### src/rtl/sm_pkg.sv
// Shared definitions for the result side of the string matcher: record layout,
// reserved position code and collector FSM encoding (also used by the host decoder).
package sm_pkg;

    localparam int unsigned GROUPS     = 4;
    localparam int unsigned NUM        = 4;
    localparam int unsigned POS_W      = 8;
    localparam int unsigned ID_W       = 8;
    localparam int unsigned FIFO_DEPTH = 4;
    localparam int unsigned REC_W      = ID_W + GROUPS + GROUPS * POS_W;

    localparam logic [POS_W-1:0] NO_HIT = '1;

    // Record = {id, hit_mask, pos[GROUPS-1], ..., pos[0]}
    localparam int unsigned MASK_LSB = GROUPS * POS_W;
    localparam int unsigned ID_LSB   = MASK_LSB + GROUPS;

    function automatic int unsigned pos_lsb(input int unsigned g);
        return g * POS_W;
    endfunction

    typedef enum logic {
        StIdle    = 1'b0,
        StCollect = 1'b1
    } state_e;

endpackage

### src/rtl/result_fifo.sv
// Synchronous record FIFO with registered head; the head holds its last value when empty
// and a push into a full FIFO is dropped and flagged sticky.
module result_fifo #(
    parameter int unsigned Width = 44,
    parameter int unsigned Depth = 4
) (
    input  logic             clk_i,
    input  logic             rst_i,
    input  logic             push_i,
    input  logic [Width-1:0] wdata_i,
    input  logic             ready_i,
    output logic [Width-1:0] rdata_o,
    output logic             valid_o,
    output logic             overflow_o
);
    localparam int unsigned AW = $clog2(Depth);

    logic [Width-1:0] mem_q [Depth];
    logic [AW:0]      wr_q, rd_q, wr_d, rd_d;
    logic [Width-1:0] head_q, head_d;
    logic             ovf_q;
    logic             empty, full, push_ok, pop;

    assign empty   = (wr_q == rd_q);
    assign full    = (wr_q[AW] != rd_q[AW]) && (wr_q[AW-1:0] == rd_q[AW-1:0]);
    assign push_ok = push_i & ~full;
    assign pop     = ~empty & ready_i;

    always_comb begin
        wr_d   = wr_q + {{AW{1'b0}}, push_ok};
        rd_d   = rd_q + {{AW{1'b0}}, pop};
        head_d = head_q;
        // Preload the next head so it is valid the same cycle rec_valid rises.
        if (wr_d != rd_d) begin
            if (push_ok && (wr_q[AW-1:0] == rd_d[AW-1:0])) begin
                head_d = wdata_i;
            end else begin
                head_d = mem_q[rd_d[AW-1:0]];
            end
        end
    end

    always_ff @(posedge clk_i) begin
        if (push_ok) begin
            mem_q[wr_q[AW-1:0]] <= wdata_i;
        end
    end

    always_ff @(posedge clk_i or posedge rst_i) begin
        if (rst_i) begin
            wr_q   <= '0;
            rd_q   <= '0;
            head_q <= '0;
            ovf_q  <= 1'b0;
        end else begin
            wr_q   <= wr_d;
            rd_q   <= rd_d;
            head_q <= head_d;
            if (push_i && full) begin
                ovf_q <= 1'b1;
            end
        end
    end

    assign rdata_o    = head_q;
    assign valid_o    = ~empty;
    assign overflow_o = ovf_q;

endmodule

### src/rtl/output_controller.sv
// Collects per-string match results (id, group hit mask, first-hit positions) from the
// match array and queues one record per completed string for a valid/ready consumer.
module output_controller
    import sm_pkg::*;
#(
    parameter int unsigned groups               = sm_pkg::GROUPS,
    parameter int unsigned num                  = sm_pkg::NUM,
    parameter int unsigned max_number_of_weight = num * groups,
    parameter int unsigned POS_W                = sm_pkg::POS_W,
    parameter int unsigned ID_W                 = sm_pkg::ID_W,
    parameter int unsigned FIFO_DEPTH           = sm_pkg::FIFO_DEPTH,
    localparam int unsigned REC_W               = ID_W + groups + groups * POS_W
) (
    input  logic                            clk_i,
    input  logic                            reset_i,
    input  logic                            string_ready_i,
    input  logic [groups:0]                 done_i,
    input  logic [max_number_of_weight-1:0] en_i,
    input  logic [max_number_of_weight-1:0] router_output_i,
    output logic [REC_W-1:0]                rec_data_o,
    output logic                            rec_valid_o,
    input  logic                            rec_ready_i,
    output logic                            overflow_o,
    output logic                            busy_o
);
    localparam logic [POS_W-1:0] NoHit  = '1;
    localparam logic [POS_W-1:0] PosMax = {{(POS_W-1){1'b1}}, 1'b0};

    state_e                        state_q;
    logic [POS_W-1:0]              pos_cnt_q;
    logic [groups-1:0]             mask_q, mask_cap, hit;
    logic [groups-1:0][POS_W-1:0]  pos_q, pos_cap;
    logic [ID_W-1:0]               id_q;
    logic                          end_str;

    // Captured view includes this cycle's hits so the end cycle's hits reach the record.
    always_comb begin
        for (int g = 0; g < groups; g++) begin
            hit[g]      = (&router_output_i[g*num +: num]) | done_i[g];
            mask_cap[g] = mask_q[g] | hit[g];
            pos_cap[g]  = (hit[g] && !mask_q[g]) ? pos_cnt_q : pos_q[g];
        end
        end_str = (state_q == StCollect) && done_i[groups] && !string_ready_i;
    end

    always_ff @(posedge clk_i or posedge reset_i) begin
        if (reset_i) begin
            state_q   <= StIdle;
            pos_cnt_q <= '0;
            mask_q    <= '0;
            pos_q     <= {groups{NoHit}};
            id_q      <= '0;
        end else begin
            case (state_q)
                StIdle: begin
                    if (string_ready_i) begin
                        state_q   <= StCollect;
                        pos_cnt_q <= '0;
                        mask_q    <= '0;
                        pos_q     <= {groups{NoHit}};
                    end
                end
                StCollect: begin
                    if (string_ready_i) begin
                        pos_cnt_q <= '0;
                        mask_q    <= '0;
                        pos_q     <= {groups{NoHit}};
                    end else if (done_i[groups]) begin
                        id_q    <= id_q + 1'b1;
                        state_q <= StIdle;
                    end else begin
                        mask_q <= mask_cap;
                        pos_q  <= pos_cap;
                        if ((|en_i) && (pos_cnt_q != PosMax)) begin
                            pos_cnt_q <= pos_cnt_q + 1'b1;
                        end
                    end
                end
                default: state_q <= StIdle;
            endcase
        end
    end

    assign busy_o = (state_q == StCollect);

    result_fifo #(
        .Width (REC_W),
        .Depth (FIFO_DEPTH)
    ) u_result_fifo (
        .clk_i      (clk_i),
        .rst_i      (reset_i),
        .push_i     (end_str),
        .wdata_i    ({id_q, mask_cap, pos_cap}),
        .ready_i    (rec_ready_i),
        .rdata_o    (rec_data_o),
        .valid_o    (rec_valid_o),
        .overflow_o (overflow_o)
    );

endmodule

### config.mk
export PLATFORM = sky130hd
export DESIGN_NAME = output_controller
export DESIGN_NICKNAME = d
export VERILOG_FILES = /design/src/rtl/sm_pkg.sv /design/src/rtl/result_fifo.sv /design/src/rtl/output_controller.sv
export SDC_FILE = /design/constraint.sdc
export NUM_CORES = 1
export LEC_CHECK = 0
export CORE_ASPECT_RATIO = 1.25
export CORE_MARGIN = 2
export CORE_UTILIZATION = 50
export DETAILED_ROUTE_END_ITERATION = 10
export PLACE_DENSITY = 0.77
export SYNTH_ARGS = -nofsm -noshare
export SYNTH_HDL_FRONTEND = slang
export SYNTH_SLANG_ARGS = --single-unit
### constraint.sdc
create_clock -name clk_i -period 11.85 [get_ports clk_i]
set_clock_uncertainty 0.15 [all_clocks]
set_input_delay 2.37 -clock clk_i [delete_from_list [all_inputs] [get_ports clk_i]]
set_output_delay 2.37 -clock clk_i [all_outputs]
set_load 0.01 [all_outputs]
==> out/qor.txt <==
switching power: 1.43 mW
switching power share of the total: 35.8%
CP Max Fanout: 47
ant diodes: 0
setup bufs post-CTS: 0
FF-to-FF Start: u_result_fifo.rd_q[0]
Initial Utilization: 51.0%
startpoint types: input port
crit path kind: in2reg
Via density: 5.87
most frequent cells in the layout: edfxtp_1, inv_1, clkdlybuf4s50_1, dfrtp_1
fmax: 161 MHz
IO Port Bufs: 87
count of final setup violators: 0
hold buffers post-CTS: 0
# IOs: 88
DR vias: 7271
mapped cell area: 0.0121 mm2
Worst Hold Depth: 1
headroom to the max-slew limit: 15.1%
post_cts resized: 0
vias in the first global route: 7411
hold_sp: u_result_fifo.overflow_o
largest net degree at the start of global routing: 71
register area share after synthesis: 65.5%
Pre-antenna DRT Iters: 5
DP Area: 0.0134 mm2
total CTS buffers: 27
Reg power frac: 34.8%
die area: 0.0255 mm2
Hold Fails Final Rpt: 0
post-DR wirelength/cell: 21.3 um
pwr dens: 279 mW/mm2
register bit count reported by yosys: 280
clk root buf: clkbuf_16
worst-skew pair later-pin latency: 530 ps
internal cell power: 2.55 mW
reg2reg end: u_result_fifo.rdata_o[0]
Gate Count Post-Synth: 807
antenna violations before repair: 0
fillers: 1773
crit path capture type: flip-flop
Worst Hold Path EP: u_result_fifo.overflow_o
Design Area, Final: 0.0142 mm2
CTS tree: built
chip width: 143 um
antenna viol nets, final: 0
first-pass GRT wire length: 41800 um
fraction of layout cells with a size suffix above 1: 19.8%
setup TNS: 0 ps
Ys Warns: 0
multi-input logic area: 0.00368 mm2
most common cell after layout, fill and taps aside: edfxtp_1
Critical Path RT: 12110 ps
Distinct cells, synth: 46
nets@finish: 939
asr flop ratio synth: 37.1%
Max VDD drop: 0.278 mV
htree depth: 1
max-slew violations: 0
final worst path period need: 6220 ps
Die Y: 178 um
R2R Setup Slk: 6770 ps
drt drc: 0
dpl hpwl: 15500 um
P&R area growth vs syn: 17.7%
clock buffer depth: 3
RSZ-0062 raised after global routing: false
drt initial violations: 587
Net Count, Synth: 854
Logic pwr share: 43.5%
max_cap viols: 0
DRT Wirelength: 26400 um
Pleak: 5.42 nW
clk sinks: 280
clock share of power: 21.7%
Clk pin slew, worst setup/hold paths: 70 ps
worst slew pin tran: 1270 ps
Overflow after GRT: 0
status: completed
final setup margin: 5630 ps
flip-flop and latch area: 0.00793 mm2
Rows: 63
final period utilization: 52.5%
Core Box Area: 0.0237 mm2
gpl congestion: 0.766
ys flop type: edfxtp_1
GRT Util Overall: 21.4%
CP arrival: 6480 ps
R2R depth: 10
EDFF count, synth: 176
setup slack at placement: 5130 ps
Hold WC Path Type: reg2reg
synthesized area per cell: 15.0 um2
## cell families after synthesis
| kind of cell | after synthesis | synth area share (%) |
|---|---|---|
| simple gates | 177 | 7.96 |
| fa+ha+maj | 6 | 0.620 |
| xor+xnor | 29 | 2.45 |
| buf+inv | 141 | 4.57 |
| flops | 280 | 65.5 |
| mux | 76 | 11.2 |
| compound gates | 98 | 7.71 |
## state kept, by name, summed over array words and instances, names as in the netlist
signal / count
u_result_fifo.mem_q: 176
id_q: 8
mask_q: 4
pos_cnt_q: 8
u_result_fifo.rd_q: 3
busy_o: 1
u_result_fifo.overflow_o: 1
u_result_fifo.wr_q: 3
u_result_fifo.rdata_o: 44
pos_q: 32
## layer usage
layer	vias to the layer above	wire length (um)	global-route usage [%]	part of all wire, %
li1	3202	-	-	-
met1	3763	10600	28.3	40
met2	256	13700	36.8	52
met3	50	1590	3.29	6.0
met4	0	555	6.11	2.1
met5	-	0	0	0
## Yosys cell counts, types with 2 or more instances
master | n | area share [%]
edfxtp_1 | 176 | 44
inv_1 | 97 | 3.0
dfrtp_1 | 72 | 15
mux4_2 | 44 | 8.2
nor3_1 | 44 | 1.8
clkbuf_1 | 34 | 1.1
a211o_1 | 32 | 2.3
dfstp_2 | 32 | 6.9
mux2_2 | 32 | 3.0
nor2b_1 | 32 | 1.7
and3_1 | 30 | 1.6
nor2_1 | 26 | 0.81
a221o_1 | 22 | 1.8
a221oi_1 | 15 | 1.1
xnor2_1 | 14 | 1.0
nand2_1 | 13 | 0.40
xor2_1 | 11 | 0.80
a221oi_2 | 7 | 0.87
nand2b_1 | 7 | 0.36
ha_1 | 6 | 0.62
a41oi_1 | 5 | 0.36
nor4_1 | 5 | 0.26
a2111oi_0 | 4 | 0.29
and2_1 | 4 | 0.21
buf_2 | 4 | 0.17
nand3_1 | 4 | 0.17
nand4_1 | 4 | 0.21
o2111a_1 | 4 | 0.37
buf_4 | 3 | 0.19
a21oi_1 | 2 | 0.083
and4_1 | 2 | 0.14
buf_1 | 2 | 0.062
nand4b_1 | 2 | 0.14
o21ai_0 | 2 | 0.083
xnor2_2 | 2 | 0.27
xnor3_1 | 2 | 0.37
## power groups by stage
stage               registers, mW  logic [mW]  clock network (mW)
CTS                          1.38        1.75               0.878
finish                       1.38        1.73               0.864
floorplan                    1.39        1.18                   0
global placement             1.40        1.69                   0
detailed placement           1.40        1.74                   0
global route                 1.40        1.87               0.916
## stage by stage
step | hold slack [ps] | cells | power, mW | util [%]
global placement | 304 | 1188 | 3.09 | 56.3
floorplan | 329 | 807 | 2.58 | -
detailed placement | 307 | 1188 | 3.14 | 56.3
global route | 349 | 1238 | 4.18 | 60.0
CTS | 324 | 1238 | 4.01 | 60.0
finish | 317 | 1238 | 3.98 | 60.0
## worst max path at each step
stage / startpoint / to / slack (ps)
2_1_floorplan: string_ready_i / u_result_fifo.mem_q[0][0] / 4970
4_1_cts: rec_ready_i / u_result_fifo.rdata_o[0] / 5630
5_1_grt: rec_ready_i / u_result_fifo.rdata_o[0] / 5380
3_3_place_gp: rec_ready_i / u_result_fifo.rdata_o[0] / 5210
6_report: rec_ready_i / u_result_fifo.rdata_o[0] / 5630
3_5_place_dp: rec_ready_i / u_result_fifo.rdata_o[0] / 5130
## critical path: stages
cell and delay [ps]:
clkdlybuf4s50_1 460, inv_1 60, a31oi_4 370, and2_1 190, ha_2 140, buf_4 590
xnor2_1 200, and2_0 770, a22oi_2 500, buf_4 400, a221o_1 400
## area by class of cell
type	count	share of cell area (%)
Sequential cell	280	55.7
Tap cell	325	2.85
Multi-Input combinational cell	386	25.8
Clock buffer	38	5.24
Inverter	97	2.57
Timing Repair Buffer	100	6.80
Clock inverter	12	1.03
(Power assumes the default switching activity.)
